File: src/rtl/ym_write_queue_if.sv
`default_nettype none
// +------------------------------------------------------------------------+
// | Module  : ym_write_queue_if                                            |
// | Purpose : Bus bundle between the host pins, the write queue and jt51.  |
// |           Host side: cs_n, wr_n, a0, din (asynchronous to ymclk).      |
// |           Core side: ym_cs_n, ym_wr_n, ym_a0, ym_din (ymclk domain).   |
// |           ym_busy (jt51 dout[7]) exists only when                      |
// |           YM_WRITE_QUEUE_BUSY_POLL_EN is defined.                      |
// | Modports: master - host/environment side, slave - the write queue.     |
// | Revision: 1.0 - initial release                                        |
// +------------------------------------------------------------------------+
interface ym_write_queue_if;
  logic       cs_n;
  logic       wr_n;
  logic       a0;
  logic [7:0] din;
  logic       ym_cs_n;
  logic       ym_wr_n;
  logic       ym_a0;
  logic [7:0] ym_din;
`ifdef YM_WRITE_QUEUE_BUSY_POLL_EN
  logic       ym_busy;

  modport master (output cs_n, wr_n, a0, din, ym_busy,
                  input  ym_cs_n, ym_wr_n, ym_a0, ym_din);
  modport slave  (input  cs_n, wr_n, a0, din, ym_busy,
                  output ym_cs_n, ym_wr_n, ym_a0, ym_din);
`else
  modport master (output cs_n, wr_n, a0, din,
                  input  ym_cs_n, ym_wr_n, ym_a0, ym_din);
  modport slave  (input  cs_n, wr_n, a0, din,
                  output ym_cs_n, ym_wr_n, ym_a0, ym_din);
`endif
endinterface
`default_nettype wire

File: src/rtl/ym_write_queue.sv
`default_nettype none
// +------------------------------------------------------------------------+
// | Module  : ym_write_queue                                               |
// | Purpose : Captures asynchronous host writes, pairs register address    |
// |           with register data, buffers pairs in a FIFO and replays them |
// |           to jt51 as spaced cs_n/wr_n strobe sequences.                |
// | Ports   : clk      - ymclk, the only clock                             |
// |           rst_n    - synchronous active-low reset                      |
// |           bus      - host pins in, jt51 write port out (slave modport) |
// |           level    - FIFO occupancy                                    |
// |           overflow - sticky, a pair was dropped on a full FIFO         |
// |           busy     - FIFO non-empty or sequencer active                |
// | Option  : YM_WRITE_QUEUE_BUSY_POLL_EN - end the post-data gap by       |
// |           polling bus.ym_busy instead of counting DATA_GAP.            |
// | Revision: 1.0 - initial release                                        |
// +------------------------------------------------------------------------+
module ym_write_queue #(
  parameter int DEPTH      = 16,
  parameter int STROBE_LEN = 2,
  parameter int ADDR_GAP   = 4,
  parameter int DATA_GAP   = 68
) (
  input  logic                   clk,
  input  logic                   rst_n,
  ym_write_queue_if.slave        bus,
  output logic [$clog2(DEPTH):0] level,
  output logic                   overflow,
  output logic                   busy
);

  localparam int AW      = $clog2(DEPTH);
  localparam int LW      = AW + 1;
  localparam int MAX_A   = (STROBE_LEN > ADDR_GAP) ? STROBE_LEN : ADDR_GAP;
  localparam int MAX_B   = (MAX_A > DATA_GAP) ? MAX_A : DATA_GAP;
  localparam int MAX_ALL = (MAX_B > 4) ? MAX_B : 4;
  localparam int CW      = $clog2(MAX_ALL);

  localparam logic [CW-1:0] C_STB_TC = CW'(STROBE_LEN - 1);
  localparam logic [CW-1:0] C_AG_TC  = CW'(ADDR_GAP - 1);
`ifdef YM_WRITE_QUEUE_BUSY_POLL_EN
  localparam logic [CW-1:0] C_POLL_TC = CW'(3);
`else
  localparam logic [CW-1:0] C_DG_TC  = CW'(DATA_GAP - 1);
`endif

  localparam logic [2:0] ST_IDLE  = 3'd0;
  localparam logic [2:0] ST_ADDR  = 3'd1;
  localparam logic [2:0] ST_GAP_A = 3'd2;
  localparam logic [2:0] ST_DATA  = 3'd3;
  localparam logic [2:0] ST_GAP_D = 3'd4;

  // ---------------- input capture ----------------
  logic       w_write_n;
  logic       s1_wn_q, s2_wn_q, s3_wn_q;
  logic       s1_a0_q, s2_a0_q, cap_a0_q;
  logic [7:0] s1_din_q, s2_din_q, cap_din_q;
  logic       rise_q;

  assign w_write_n = bus.cs_n | bus.wr_n;

  // write_n flops reset high so leaving reset never looks like a rise.
  always_ff @(posedge clk) begin
    if (!rst_n) begin
      s1_wn_q   <= 1'b1;
      s2_wn_q   <= 1'b1;
      s3_wn_q   <= 1'b1;
      s1_a0_q   <= 1'b0;
      s2_a0_q   <= 1'b0;
      cap_a0_q  <= 1'b0;
      s1_din_q  <= '0;
      s2_din_q  <= '0;
      cap_din_q <= '0;
      rise_q    <= 1'b0;
    end else begin
      s1_wn_q  <= w_write_n;
      s2_wn_q  <= s1_wn_q;
      s3_wn_q  <= s2_wn_q;
      s1_a0_q  <= bus.a0;
      s2_a0_q  <= s1_a0_q;
      s1_din_q <= bus.din;
      s2_din_q <= s1_din_q;
      // Freeze a0/din at the last cycle the synchronised strobe was low.
      if (!s2_wn_q) begin
        cap_a0_q  <= s2_a0_q;
        cap_din_q <= s2_din_q;
      end
      // Registered rise gives the push one extra cycle of settling.
      rise_q <= s2_wn_q & ~s3_wn_q;
    end
  end

  // ---------------- pairing + FIFO ----------------
  logic [7:0]    pend_addr_q;
  logic [15:0]   mem_q [DEPTH];
  logic [AW-1:0] wr_ptr_q, rd_ptr_q;
  logic [LW-1:0] level_q;
  logic          overflow_q;
  logic          w_push, w_full, w_push_ok, w_pop;
  logic [15:0]   w_head;

  assign w_push    = rise_q & cap_a0_q;
  assign w_full    = (level_q == LW'(DEPTH));   // pre-pop level on purpose
  assign w_push_ok = w_push & ~w_full;
  assign w_head    = mem_q[rd_ptr_q];

  always_ff @(posedge clk) begin
    if (w_push_ok) mem_q[wr_ptr_q] <= {pend_addr_q, cap_din_q};
  end

  always_ff @(posedge clk) begin
    if (!rst_n) begin
      pend_addr_q <= '0;
      wr_ptr_q    <= '0;
      rd_ptr_q    <= '0;
      level_q     <= '0;
      overflow_q  <= 1'b0;
    end else begin
      if (rise_q && !cap_a0_q) pend_addr_q <= cap_din_q;
      if (w_push_ok) wr_ptr_q <= wr_ptr_q + AW'(1);
      if (w_pop)     rd_ptr_q <= rd_ptr_q + AW'(1);
      level_q <= level_q + LW'(w_push_ok) - LW'(w_pop);
      if (w_push && w_full) overflow_q <= 1'b1;
    end
  end

  // ---------------- replay sequencer ----------------
  logic [2:0]    state_q, state_d;
  logic [CW-1:0] cnt_q, cnt_d, w_tc;
  logic [7:0]    issue_val_q;
  logic          ym_cs_n_q, ym_cs_n_d;
  logic          ym_a0_q, ym_a0_d;
  logic [7:0]    ym_din_q, ym_din_d;
`ifdef YM_WRITE_QUEUE_BUSY_POLL_EN
  logic          busy_lo_q;   // ym_busy was low on the previous GAP_D cycle
`endif

  // State register (plus the registered outputs derived from next state).
  always_ff @(posedge clk) begin
    if (!rst_n) begin
      state_q     <= ST_IDLE;
      cnt_q       <= '0;
      issue_val_q <= '0;
      ym_cs_n_q   <= 1'b1;
      ym_a0_q     <= 1'b0;
      ym_din_q    <= '0;
`ifdef YM_WRITE_QUEUE_BUSY_POLL_EN
      busy_lo_q   <= 1'b0;
`endif
    end else begin
      state_q   <= state_d;
      cnt_q     <= cnt_d;
      ym_cs_n_q <= ym_cs_n_d;
      ym_a0_q   <= ym_a0_d;
      ym_din_q  <= ym_din_d;
      if (w_pop) issue_val_q <= w_head[7:0];
`ifdef YM_WRITE_QUEUE_BUSY_POLL_EN
      busy_lo_q <= (state_q == ST_GAP_D) & ~bus.ym_busy;
`endif
    end
  end

  // Next state; the counter saturates at the current state's terminal count.
  always_comb begin
    state_d = state_q;
    w_pop   = 1'b0;
    w_tc    = C_STB_TC;
    unique case (state_q)
      ST_IDLE: begin
        if (level_q != '0) begin
          w_pop   = 1'b1;
          state_d = ST_ADDR;
        end
      end
      ST_ADDR: begin
        w_tc = C_STB_TC;
        if (cnt_q == w_tc) state_d = ST_GAP_A;
      end
      ST_GAP_A: begin
        w_tc = C_AG_TC;
        if (cnt_q == w_tc) state_d = ST_DATA;
      end
      ST_DATA: begin
        w_tc = C_STB_TC;
        if (cnt_q == w_tc) state_d = ST_GAP_D;
      end
      ST_GAP_D: begin
`ifdef YM_WRITE_QUEUE_BUSY_POLL_EN
        // Four-cycle minimum, then two consecutive low samples of ym_busy.
        w_tc = C_POLL_TC;
        if (cnt_q == w_tc && busy_lo_q && !bus.ym_busy) state_d = ST_IDLE;
`else
        w_tc = C_DG_TC;
        if (cnt_q == w_tc) state_d = ST_IDLE;
`endif
      end
      default: state_d = ST_IDLE;
    endcase
    if (state_d != state_q)  cnt_d = '0;
    else if (cnt_q == w_tc)  cnt_d = cnt_q;
    else                     cnt_d = cnt_q + CW'(1);
  end

  // Outputs are computed from the next state so they change on entry.
  always_comb begin
    ym_cs_n_d = ~((state_d == ST_ADDR) || (state_d == ST_DATA));
    ym_a0_d   = ym_a0_q;
    ym_din_d  = ym_din_q;
    if (state_q == ST_IDLE && state_d == ST_ADDR) begin
      ym_a0_d  = 1'b0;
      ym_din_d = w_head[15:8];
    end else if (state_q == ST_GAP_A && state_d == ST_DATA) begin
      ym_a0_d  = 1'b1;
      ym_din_d = issue_val_q;
    end
  end

  assign bus.ym_cs_n = ym_cs_n_q;
  assign bus.ym_wr_n = ym_cs_n_q;
  assign bus.ym_a0   = ym_a0_q;
  assign bus.ym_din  = ym_din_q;
  assign level       = level_q;
  assign overflow    = overflow_q;
  assign busy        = (level_q != '0) || (state_q != ST_IDLE);

endmodule
`default_nettype wire

File: src/flat_wrapper.sv
// flat-port wrapper written by rule: the top's interface ports become plain ports
module ym_write_queue_flat 
#(
  parameter int DEPTH      = 16,
  parameter int STROBE_LEN = 2,
  parameter int ADDR_GAP   = 4,
  parameter int DATA_GAP   = 68
)
  (clk, rst_n, level, overflow, busy, bus_cs_n, bus_wr_n, bus_a0, bus_din, bus_ym_cs_n, bus_ym_wr_n, bus_ym_a0, bus_ym_din);
  ym_write_queue_if bus_i ();
  input  logic clk;
  input  logic rst_n;
  output logic [$clog2(DEPTH):0] level;
  output logic overflow;
  output logic busy;
  input wire logic [$bits(bus_i.cs_n)-1:0] bus_cs_n;
  input wire logic [$bits(bus_i.wr_n)-1:0] bus_wr_n;
  input wire logic [$bits(bus_i.a0)-1:0] bus_a0;
  input wire logic [$bits(bus_i.din)-1:0] bus_din;
  output wire logic [$bits(bus_i.ym_cs_n)-1:0] bus_ym_cs_n;
  output wire logic [$bits(bus_i.ym_wr_n)-1:0] bus_ym_wr_n;
  output wire logic [$bits(bus_i.ym_a0)-1:0] bus_ym_a0;
  output wire logic [$bits(bus_i.ym_din)-1:0] bus_ym_din;
  assign bus_i.cs_n = bus_cs_n;
  assign bus_i.wr_n = bus_wr_n;
  assign bus_i.a0 = bus_a0;
  assign bus_i.din = bus_din;
  assign bus_ym_cs_n = bus_i.ym_cs_n;
  assign bus_ym_wr_n = bus_i.ym_wr_n;
  assign bus_ym_a0 = bus_i.ym_a0;
  assign bus_ym_din = bus_i.ym_din;
  ym_write_queue #(.DEPTH(DEPTH), .STROBE_LEN(STROBE_LEN), .ADDR_GAP(ADDR_GAP), .DATA_GAP(DATA_GAP)) u_core (.clk(clk), .rst_n(rst_n), .bus(bus_i), .level(level), .overflow(overflow), .busy(busy));
endmodule
File: config.mk
export PLATFORM = sky130hd
export DESIGN_NAME = ym_write_queue_flat
export DESIGN_NICKNAME = d
export VERILOG_FILES = /design/src/rtl/ym_write_queue_if.sv /design/src/rtl/ym_write_queue.sv /design/src/flat_wrapper.sv
export SDC_FILE = /design/constraint.sdc
export NUM_CORES = 1
export LEC_CHECK = 0
export ABC_CLOCK_PERIOD_IN_PS = 6660
export CAP_MARGIN = 10
export CORE_UTILIZATION = 50
export CTS_CLUSTER_DIAMETER = 50
export DETAILED_ROUTE_END_ITERATION = 12
export PLACE_DENSITY = 0.78
export SETUP_SLACK_MARGIN = 0.5
export SLEW_MARGIN = 20
export SYNTH_ARGS = -nofsm -noshare
export SYNTH_HDL_FRONTEND = slang
export SYNTH_SLANG_ARGS = --single-unit
File: constraint.sdc
create_clock -name clk -period 6.66 [get_ports clk]
set_input_delay 1.332 -clock clk [delete_from_list [all_inputs] [get_ports clk]]
set_output_delay 1.332 -clock clk [all_outputs]
set_load 0.02 [all_outputs]
# After elaboration in Yosys (flattened, before gate mapping)
# Memory sizes are Yosys's and may differ from the RTL's. A register that Yosys moved wholly into a read port is not among the register bits.
# Cells that the tools add are included.
# classes
n_addsub,5
n_eq_ne,12
mux,15
bitwise_logic,8
reduce_logical,13
# op_table
cell,count
8-bit 2-to-1 mux,2
3-bit 2-to-1 mux,5
3-bit one-hot mux with 5 select lines,1
7-bit one-hot mux with 2 select lines,1
"3-bit by 2-bit == test with 1-bit output, second input constant",3
"4-bit by 1-bit adder with 4-bit output, second input constant",2
4-bit 2-to-1 mux,2
"7-bit by 1-bit adder with 7-bit output, second input constant",1
"7-bit by 1-bit == test with 1-bit output, second input constant",1
"7-bit by 2-bit == test with 1-bit output, second input constant",1
7-bit == test,1
"7-bit == test, second input constant",1
"3-bit by 1-bit == test with 1-bit output, second input constant",2
5-bit by 1-bit adder with 5-bit output,1
"5-bit == test, second input constant",1
5-bit nonzero test,1
5-bit by 1-bit subtractor with 5-bit output,1
1-bit logical AND,4
1-bit 2-to-1 mux,4
1-bit NOT,4
2-bit OR reduction,2
1-bit AND,3
"3-bit == test, second input constant",1
3-bit logical NOT,1
other kinds (6),7
# totals
register_bits,81
mem_bits_rw,256
out_inout_bits,18
memories,1
# mem_list
name,words,word_bits,rd,rd_clocked_by_memory_dff,wr,line,text
u_core.mem_q,16,16,1,1,1,ym_write_queue.sv:94,logic [15:0] mem_q [DEPTH];

# Logic depth before layout (Yosys ltp)
# Gate-level depths: netlist of run 1.
# logic_depth
ltp_word,7
depth_mapped,15
ltp_nobuf,13

# Worst setup path after synthesis of run 1
# No wires, ideal clock.
# synth_path
path_kind,reg2reg
start,reg u_core.level_q[2] (netlist: u_core.level[2])
end,"mem u_core.mem_q[3][0], enable pin"
setup_ns,0.409
arrival_ns,2.716
required_time_ns,6.251
path_slack_ns,3.535
stages_incl_launch_ff,7
path_buffers,0
period_less_slack_ns,3.125
cell_sequence,dfxtp_1 -> inv_1 -> ha_1 -> nor3b_1 -> a21oi_1 -> nand2_1 -> nor3_1
# synth_between
elab_chain_len,5
# synth_rtl
item,line,text
from (decl),ym_write_queue.sv:96,logic [LW-1:0] level_q;
from (signal assigned),ym_write_queue.sv:121,level_q <= level_q + LW'(w_push_ok) - LW'(w_pop);
5-bit == test,ym_write_queue.sv:102,assign w_full = (level_q == LW'(DEPTH));
1-bit NOT,ym_write_queue.sv:103,assign w_push_ok = w_push & ~w_full;
1-bit AND,ym_write_queue.sv:103,
net u_core.w_push_ok,ym_write_queue.sv:98,"logic w_push, w_full, w_push_ok, w_pop;"
1-bit 2-to-1 mux,ym_write_queue.sv:107,"if (w_push_ok) mem_q[wr_ptr_q] <= {pend_addr_q, cap_din_q};"
1-bit 2-to-1 mux (implied by the code),ym_write_queue.sv:107,
to (decl),ym_write_queue.sv:94,
# The timed path passes the listed nets, and every way through them passes these cells.

# Worst setup path in the final report of run 1
# layout_path
start,reg u_core.level_q[2] (netlist: u_core.level[2])
end,reg u_core.level_q[4] (netlist: u_core.level[4])
# layout_between
elab_chain_len,5
# layout_rtl
item,line
5-bit == test,ym_write_queue.sv:102
1-bit NOT,ym_write_queue.sv:103
1-bit AND,ym_write_queue.sv:103
5-bit by 1-bit adder with 5-bit output,ym_write_queue.sv:121
5-bit by 1-bit subtractor with 5-bit output (*),ym_write_queue.sv:121
# Mark *: on every way between the ends. The rest lies on a longest branch, timed or not.
# A chain may end at the register's enable or synchronous reset.

==> results of run 1 <==
[sequential cells by signal (all words and copies together), names as in the netlist, named ones only]
name and cells:
u_core.cnt_q 7, u_core.s1_din_q 8, u_core.cap_a0_q 1, u_core.wr_ptr_q 4, u_core.s2_a0_q 1, u_core.level 5
u_core.s3_wn_q 1, u_core.rise_q 1, u_core.s2_din_q 8, u_core.cap_din_q 8, u_core.rd_ptr_q 4, u_core.bus.ym_a0 1
u_core.mem_q 256, u_core.s2_wn_q 1, u_core.bus.ym_cs_n 1, u_core.issue_val_q 8, u_core.s1_a0_q 1, u_core.state_q 3
u_core.bus.ym_din 8, u_core.pend_addr_q 8, u_core.overflow 1, u_core.s1_wn_q 1
[layout by cell type (no fill, tap or decap), types with 16 or more instances in the layout]
cell type,netlist,layout
clkdlybuf4s50_1,0,30
nand3_1,16,16
buf_4,2,21
nor2_1,49,42
mux4_2,64,64
mux2i_1,38,38
clkbuf_16,0,35
and2_1,22,22
edfxtp_1,256,256
dfxtp_1,85,82
[power groups by stage]
stage | sequential [W] | clock [W] | combinational [W]
floorplan | 0.00246 | 0 | 0.000611
global placement | 0.00246 | 0 | 0.000832
detailed placement | 0.00246 | 0 | 0.000853
CTS | 0.00242 | 0.00189 | 0.000861
global route | 0.00243 | 0.00197 | 0.000932
finish | 0.00242 | 0.00187 | 0.000852
[cell usage after synthesis, types with 9 or more instances]
| cell | number | area share [%] |
|---|---|---|
| and2_1 | 22 | 1.1 |
| buf_2 | 10 | 0.39 |
| clkbuf_1 | 16 | 0.47 |
| dfxtp_1 | 85 | 13 |
| edfxtp_1 | 256 | 60 |
| ha_1 | 13 | 1.3 |
| inv_1 | 15 | 0.44 |
| mux2i_1 | 38 | 2.9 |
| mux4_2 | 64 | 11 |
| nand2_1 | 15 | 0.44 |
| nand3_1 | 16 | 0.62 |
| nor2_1 | 49 | 1.4 |
| o221ai_1 | 12 | 0.81 |
| xor2_1 | 9 | 0.61 |
[critical path, stage by stage, from the launching register on]
cell and delay (ps):
dfxtp_1 330, inv_1 90, ha_1 160, nor4b_1 790
or2_1 670, inv_1 500, ha_1 410, inv_1 40
ha_1 200, fa_1 400, a21oi_1 140, nor2_1 60
or3_1 340, a21oi_1 140
[per-stage QoR]
| stage | setup WS (ps) | util [%] |
|---|---|---|
| 2_1_floorplan | 3535 | - |
| 3_3_place_gp | 2646 | 53.98 |
| 3_5_place_dp | 2440 | 53.98 |
| 4_1_cts | 2397 | 58.32 |
| 5_1_grt | 1985 | 58.34 |
| 6_report | 2312 | 58.34 |
[path summary, 6_finish.rpt]
check	to	cells past startpoint	slack, ps
max	u_core.level[4]	13	2310
min	u_core.rise_q	1	380
max reg2reg	u_core.level[4]	13	2310
min reg2reg	u_core.rise_q	1	380
[area by class of cell]
cell class / count / area, µm² / share of cell area (%)
sequential: 341 / 9395 / 63.77
inverter: 15 / 56.30 / 0.3822
timing repair buffer: 51 / 457.9 / 3.108
clock buffer: 44 / 919.6 / 6.242
clock inverter: 17 / 175.2 / 1.189
multi-input combinational: 330 / 3316 / 22.51
tap: 330 / 412.9 / 2.803
[cell families (layout without fill, tap and decap cells)]
group | count (synthesis) | in the layout | share of synthesized area (%)
simple gates | 146 | 146 | 5.779
xor+xnor | 15 | 15 | 1.018
buf+inv | 53 | 127 | 1.871
mux | 102 | 102 | 14.12
fa+ha+maj | 14 | 14 | 1.416
compound gates | 53 | 53 | 3.035
flops | 341 | 341 | 72.76
[routing by layer]
layer	GRT usage, %	part of all wire (%)	up-vias
li1	-	-	2933
met1	28.07	40	3373
met2	33.59	49	286
met3	3.514	7.9	60
met4	7.816	3.1	0
met5	0	0	-
==> impl_metrics.py, run 1 <==
metrics = {
    "critical_path": {
        "critPathMaxFanout": 19,
        "worst-setup-path-type": "register to register",
        "startpoint": "u_core.level[2]",
        "cp.arrival_ps": 4780,
        "required_ps": 7090,
        "endpoint_kind": "register",
        "timing.rr.start": "u_core.level[2]",
        "start_kind": "register",
    },
    "global_route": {
        "grt_pass1_wl_um": 39650,
        "antenna_found_initial": 0,
        "grtUsageTotal_pct": 20.65,
        "grt_pass1_vias": 6711,
        "gr-total-overflow": 0,
        "grt_max_degree": 50,
    },
    "sta": {
        "setup_viol": 0,
        "finalHoldViolCount": 0,
        "rsz0062_at_grt": "no",
        "holdWs_ps": 384.7,
        "maxSlewHeadroom_pct": 34.41,
        "final.setup.tns_ps": 0,
        "min_period_ps": 4348,
        "fin_skew_ps": 9.702,
        "max_freq_mhz": 230.0,
        "slew_violations": 0,
        "worstMarginPinSlew_ps": 970.2,
        "finalCritPeriodShare_pct": 65.28,
    },
    "power_and_ir_drop": {
        "pwr_density_cell_nw_per_um2": 349.0,
        "p_comb_share_pct": 16.6,
        "clock_power_share_pct": 36.4,
        "vdd_drop_max_mv": 0.2664,
        "p_leak_nw": 4.916,
        "switching_power_w": 0.001322,
        "p_total_w": 0.005142,
        "seq_power_share_pct": 47.0,
        "intPower_w": 0.003820,
        "switching_share_pct": 25.71,
    },
    "drt": {
        "wl_per_cell_um": 23.35,
        "firstDrtPassIters": 5,
        "wl_um": 26340,
        "via_per_inst": 5.897,
        "vias": 6652,
        "ant_nets": 0,
        "drc": 0,
        "drtIter0Drc": 801,
    },
    "min_path": {
        "hold_path_class": "register to register",
        "min_from": "u_core.s3_wn_q",
    },
    "placed_design": {
        "io_buffer_count": 30,
        "hpwl_um": 14880,
        "dp_cells": 1067,
        "placed_cell_area_um2": 13630,
        "globalplace.congestion": 0.7795,
    },
    "logic_synthesis": {
        "ys_async_sr_fraction_pct": 0,
        "ys_seq_area_share_pct": 72.76,
        "synth_edf_count": 256,
        "netlist_instances": 724,
        "ys_ff_latch": 341,
        "synthFlopType": "edfxtp_1",
        "syn-num-nets": 751,
        "synth_warnings": 0,
        "ys_types": 47,
        "syn-cell-area_um2": 12900,
        "syn_avg_cell_area_um2": 17.82,
    },
    "floorplanning": {
        "rows": 58,
        "start_util_pct": 51.09,
        "io_pins": 31,
        "die_h_um": 162.6,
        "die_w_um": 162.6,
        "die_area_um2": 26450,
        "core_um2": 25250,
    },
    "cts": {
        "clock-sinks": 341,
        "clockBufferDepth": 3,
        "cts_tree": "yes",
        "ctsResizeCount": 0,
        "clkLatencyLatePin_ps": 500,
        "cts_buffers": 35,
        "root_buffer": "clkbuf_16",
        "htree_levels": 2,
        "post_cts_buffers": 0,
        "ctsHoldBuffers": 0,
        "clk_pin_slew_ps": 60,
    },
    "finish": {
        "insertedDiodeCount": 0,
        "instances_no_fill": 1128,
        "finish.instance_area_um2": 14730,
        "area_growth_pct": 14.18,
        "n_fill_cell": 1833,
        "drive_above_1_share_pct": 19.05,
        "nets": 801,
    },
    "run_status": {
        "status": "finished clean",
    },
    "run": {
        "drv_cap": 0,
    },
}
No activity file was read; power rests on OpenSTA's default activity.
==> run 2: changes to the inputs <==
--- a/config.mk
+++ b/config.mk
@@ -5,7 +5,7 @@
 export SDC_FILE = /design/constraint.sdc
 export NUM_CORES = 1
 export LEC_CHECK = 0
-export ABC_CLOCK_PERIOD_IN_PS = 6660
+export ABC_CLOCK_PERIOD_IN_PS = 4310
 export CAP_MARGIN = 10
 export CORE_UTILIZATION = 50
 export CTS_CLUSTER_DIAMETER = 50
==> constraint.sdc (replaced) <==
create_clock -name clk -period 4.31 [get_ports clk]
set_input_delay 0.862 -clock clk [delete_from_list [all_inputs] [get_ports clk]]
set_output_delay 0.862 -clock clk [all_outputs]
set_load 0.02 [all_outputs]
==> impl_metrics.py, run 2 (synthesis results as in run 1) <==
metrics = {
    "critical_path": {
        "cp_slowest_cell": "nor4b_1",
        "start_kind": "register",
        "slowest_delay_ps": 650,
        "reg2reg_slack_ps": 940,
        "cp.depth": 14,
        "critPathBufInv": 4,
        "worst-setup-path-type": "register to register",
        "cp.arrival_ps": 3810,
        "r2r_cells": 14,
        "crit_end": "u_core.level[4]",
        "critPathMaxFanout": 17,
        "cp_top_family": "simple AND/OR/NAND/NOR gates",
        "startpoint": "u_core.level[3]",
        "r2r-end": "u_core.level[4]",
        "endpoint_kind": "register",
        "crit_chain": "inv_1 -> ha_1 -> nor4b_1 -> or2_1 -> inv_1 -> buf_4 -> ha_1 -> inv_1 -> ha_1 -> fa_1 -> a21oi_1 -> nor2_1 -> or3_1 -> a21oi_1",
        "timing.rr.start": "u_core.level[3]",
        "required_ps": 4750,
    },
    "drt": {
        "wl_per_cell_um": 23.76,
        "wl_um": 26880,
        "firstDrtPassIters": 5,
        "ant_nets": 0,
        "via_per_inst": 5.958,
        "vias": 6738,
        "drc": 0,
        "drtIter0Drc": 615,
    },
    "floorplanning": {
        "die_area_um2": 26450,
        "die_w_um": 162.6,
        "start_util_pct": 51.09,
        "core_um2": 25250,
        "rows": 58,
        "die_h_um": 162.6,
        "io_pins": 31,
    },
    "finish": {
        "multi_input_area_um2": 3311,
        "layout_commonest_cell": "edfxtp_1",
        "top_register": "u_core.mem_q",
        "area_growth_pct": 14.70,
        "drive_above_1_share_pct": 19.35,
        "regArea_um2": 9395,
        "instances_no_fill": 1131,
        "layout_common_cells": "edfxtp_1 (256), dfxtp_1 (82), mux4_2 (64), nor2_1 (42), mux2i_1 (38)",
        "n_fill_cell": 1870,
        "insertedDiodeCount": 0,
        "nets": 802,
        "largest_reg_flops": 256,
    },
    "cts": {
        "htree_levels": 2,
        "clk_pin_slew_ps": 60,
        "clock-sinks": 341,
        "cts_buffers": 35,
        "ctsResizeCount": 0,
        "clkLatencyLatePin_ps": 510,
        "root_buffer": "clkbuf_16",
        "post_cts_buffers": 0,
        "ctsHoldBuffers": 0,
        "clockBufferDepth": 3,
        "cts_tree": "yes",
    },
    "sta": {
        "max_freq_mhz": 296.8,
        "final.setup.tns_ps": 0,
        "fin_ws_ps": 940.6,
        "min_period_ps": 3369,
        "maxSlewHeadroom_pct": 32.68,
        "worstMarginPinSlew_ps": 1009,
        "fin_skew_ps": 11.52,
        "finalHoldViolCount": 0,
        "finalCritPeriodShare_pct": 78.18,
        "slew_violations": 0,
        "holdWs_ps": 385.4,
        "rsz0062_at_grt": "no",
        "setup_viol": 0,
    },
    "global_route": {
        "grt_pass1_vias": 6700,
        "gr-total-overflow": 0,
        "grt_pass1_wl_um": 40840,
        "grt_max_degree": 45,
        "grtUsageTotal_pct": 21.28,
        "antenna_found_initial": 0,
    },
    "power_and_ir_drop": {
        "p_leak_nw": 4.957,
        "vdd_drop_max_mv": 0.4150,
        "pwr_density_cell_nw_per_um2": 548.6,
    },
    "placed_design": {
        "globalplace.congestion": 0.8541,
        "place_ws_ps": 988.3,
        "io_buffer_count": 30,
        "dp_cells": 1068,
        "hpwl_um": 17110,
    },
    "run": {
        "drv_cap": 0,
    },
    "run_status": {
        "status": "finished clean",
    },
    "min_path": {
        "hold_path_class": "register to register",
    },
}
## run 2: how the worst min path moves through the flow
stage	start	end	slack, ps	cells after the start
floorplan	u_core.s3_wn_q	u_core.rise_q	370	1
global placement	u_core.s3_wn_q	u_core.rise_q	380	1
detailed placement	u_core.s3_wn_q	u_core.rise_q	380	1
CTS	u_core.s3_wn_q	u_core.rise_q	390	1
global route	u_core.s3_wn_q	u_core.rise_q	420	1
finish	u_core.s3_wn_q	u_core.rise_q	390	1
## run 2: power breakdown
group,internal (W),switching [W],leakage (nW),total (W)
clock,0.00181,0.00120,0.564,0.00301
combinational,0.000617,0.000684,1.32,0.00130
sequential,0.00361,0.000199,3.07,0.00381
## run 2: layout make-up
cell class / count / area share [%]
clock buffer: 46 / 6.687
clock inverter: 17 / 1.150
inverter: 15 / 0.3804
multi-input combinational: 330 / 22.37
sequential: 341 / 63.48
tap: 330 / 2.790
timing repair buffer: 52 / 3.145
## run 2: metal layers
metal  vias up  track usage (%)  share of wire (%)
met3        50            3.259                7.9
met1      3433            29.48                 40
met4         0            7.604                2.7
met5         -                0                  0
li1       2933                -                  -
met2       322            34.48                 50
## run 2: per-stage QoR
| step | power (W) | utilization, % | area [µm²] |
|---|---|---|---|
| after floorplan | 0.004752 | - | 12900 |
| after global placement | 0.005154 | 54.01 | 13640 |
| after detailed placement | 0.005179 | 54.01 | 13640 |
| after CTS | 0.008154 | 58.61 | 14800 |
| after global routing | 0.008406 | 58.61 | 14800 |
| final | 0.008119 | 58.61 | 14800 |
==> run 3: changes to the inputs <==
--- a/config.mk
+++ b/config.mk
@@ -5,7 +5,7 @@
 export SDC_FILE = /design/constraint.sdc
 export NUM_CORES = 1
 export LEC_CHECK = 0
-export ABC_CLOCK_PERIOD_IN_PS = 4310
+export ABC_CLOCK_PERIOD_IN_PS = 3400
 export CAP_MARGIN = 10
 export CORE_UTILIZATION = 50
 export CTS_CLUSTER_DIAMETER = 50
==> constraint.sdc (replaced) <==
create_clock -name clk -period 3.4 [get_ports clk]
set_input_delay 0.68 -clock clk [delete_from_list [all_inputs] [get_ports clk]]
set_output_delay 0.68 -clock clk [all_outputs]
set_load 0.02 [all_outputs]
==> impl_metrics.py, run 3 (synthesis results as in run 1) <==
metrics = {
    "finish": {
        "final_core_util_pct": 59.30,
        "insertedDiodeCount": 0,
        "drive_above_1_share_pct": 21.74,
        "largest_reg_flops": 256,
        "n_fill_cell": 1800,
        "layout_commonest_cell": "edfxtp_1",
        "nets": 815,
        "area_growth_pct": 16.06,
        "layout_common_cells": "edfxtp_1 (256), dfxtp_1 (80), mux4_2 (64), nor2_1 (41), mux2i_1 (38)",
        "top_register": "u_core.mem_q",
    },
    "power_and_ir_drop": {
        "vdd_drop_max_mv": 0.6857,
        "pwr_density_cell_nw_per_um2": 697.2,
        "p_leak_nw": 5.062,
    },
    "critical_path": {
        "cp_top_family": "simple AND/OR/NAND/NOR gates",
        "slowest_delay_ps": 590,
        "critPathMaxFanout": 10,
        "worst-setup-path-type": "register to output port",
        "cp.arrival_ps": 2120,
        "critPathBufInv": 1,
        "endpoint_kind": "output port",
        "start_kind": "register",
        "cp_slowest_cell": "clkdlybuf4s50_1",
        "required_ps": 2720,
        "crit_chain": "or3_4 -> nand2b_1 -> clkdlybuf4s50_1",
    },
    "sta": {
        "maxSlewHeadroom_pct": 44.96,
        "min_period_ps": 2799,
        "setup_viol": 0,
        "fin_skew_ps": 13.81,
        "final.setup.tns_ps": 0,
        "finalCritPeriodShare_pct": 82.34,
        "rsz0062_at_grt": "yes",
        "fin_ws_ps": 600.5,
        "max_freq_mhz": 357.2,
        "finalHoldViolCount": 0,
        "slew_violations": 0,
        "worstMarginPinSlew_ps": 825.7,
    },
    "run_status": {
        "status": "finished clean",
    },
    "cts": {
        "htree_levels": 2,
        "clkLatencyLatePin_ps": 510,
        "cts_buffers": 35,
        "clockBufferDepth": 3,
        "clk_pin_slew_ps": 60,
        "ctsHoldBuffers": 0,
        "root_buffer": "clkbuf_16",
        "clock-sinks": 341,
        "cts_tree": "yes",
    },
    "placed_design": {
        "globalplace.congestion": 0.7915,
        "place_ws_ps": 629.3,
        "hpwl_um": 16570,
        "io_buffer_count": 30,
    },
    "floorplanning": {
        "start_util_pct": 51.09,
        "die_h_um": 162.6,
        "die_w_um": 162.6,
        "die_area_um2": 26450,
        "io_pins": 31,
        "core_um2": 25250,
        "rows": 58,
    },
    "global_route": {
        "antenna_found_initial": 0,
        "grt_max_degree": 40,
        "grtUsageTotal_pct": 21.07,
        "grt_pass1_vias": 6800,
        "grt_pass1_wl_um": 40450,
        "gr-total-overflow": 0,
    },
    "drt": {
        "ant_nets": 0,
        "drc": 0,
        "drtIter0Drc": 532,
        "wl_per_cell_um": 23.26,
        "vias": 6718,
        "via_per_inst": 5.872,
        "wl_um": 26610,
        "firstDrtPassIters": 5,
    },
    "min_path": {
        "hold_path_class": "register to register",
    },
    "run": {
        "drv_cap": 0,
    },
}
## run 3: worst paths after layout
path	from	endpoint	slack (ps)	cells after the start
min reg2reg	u_core.s3_wn_q	u_core.rise_q	400	1
min	u_core.s3_wn_q	u_core.rise_q	400	1
max reg2reg	u_core.level[3]	u_core.level[4]	680	13
max	u_core.state_q[2]	busy	600	3
## run 3: per-stage QoR
stage / total power (W) / instance area (µm²) / hold WS [ps] / instances
after global placement: 0.006547 / 13760 / 370.5 / 1081
after CTS: 0.01049 / 14960 / 392.7 / 1144
after detailed placement: 0.006586 / 13760 / 383.8 / 1081
after global routing: 0.01081 / 14980 / 397.8 / 1144
after floorplan: 0.006032 / 12930 / 367.4 / 724
final: 0.01044 / 14980 / 395.1 / 1144
## run 3: area by class of cell
cell class / count / area (µm²) / share of cell area, %
clock inverter: 20 / 242.7 / 1.621
inverter: 15 / 56.30 / 0.3760
timing repair buffer: 65 / 575.6 / 3.843
clock buffer: 43 / 958.4 / 6.400
sequential: 341 / 9398 / 62.75
tap: 330 / 412.9 / 2.757
multi-input combinational: 330 / 3332 / 22.25
## run 3: layer usage
metal	track usage, %	part of all wire [%]	vias up
met5	0	0	-
met4	7.604	3.0	0
met3	4.151	7.1	58
met2	35.04	50	292
met1	27.68	40	3399
li1	-	-	2969
## run 3: power by group
group          internal, W  switching, W  total (W)
registers          0.00458      0.000188    0.00477
clock network      0.00240       0.00151    0.00391
logic             0.000803      0.000960    0.00176
total              0.00778       0.00266     0.0104
## run 3: what timing repair did
item	CTS	global route
setup endpoints to repair	0	14
setup buffers	0	0
gates resized for setup	0	2
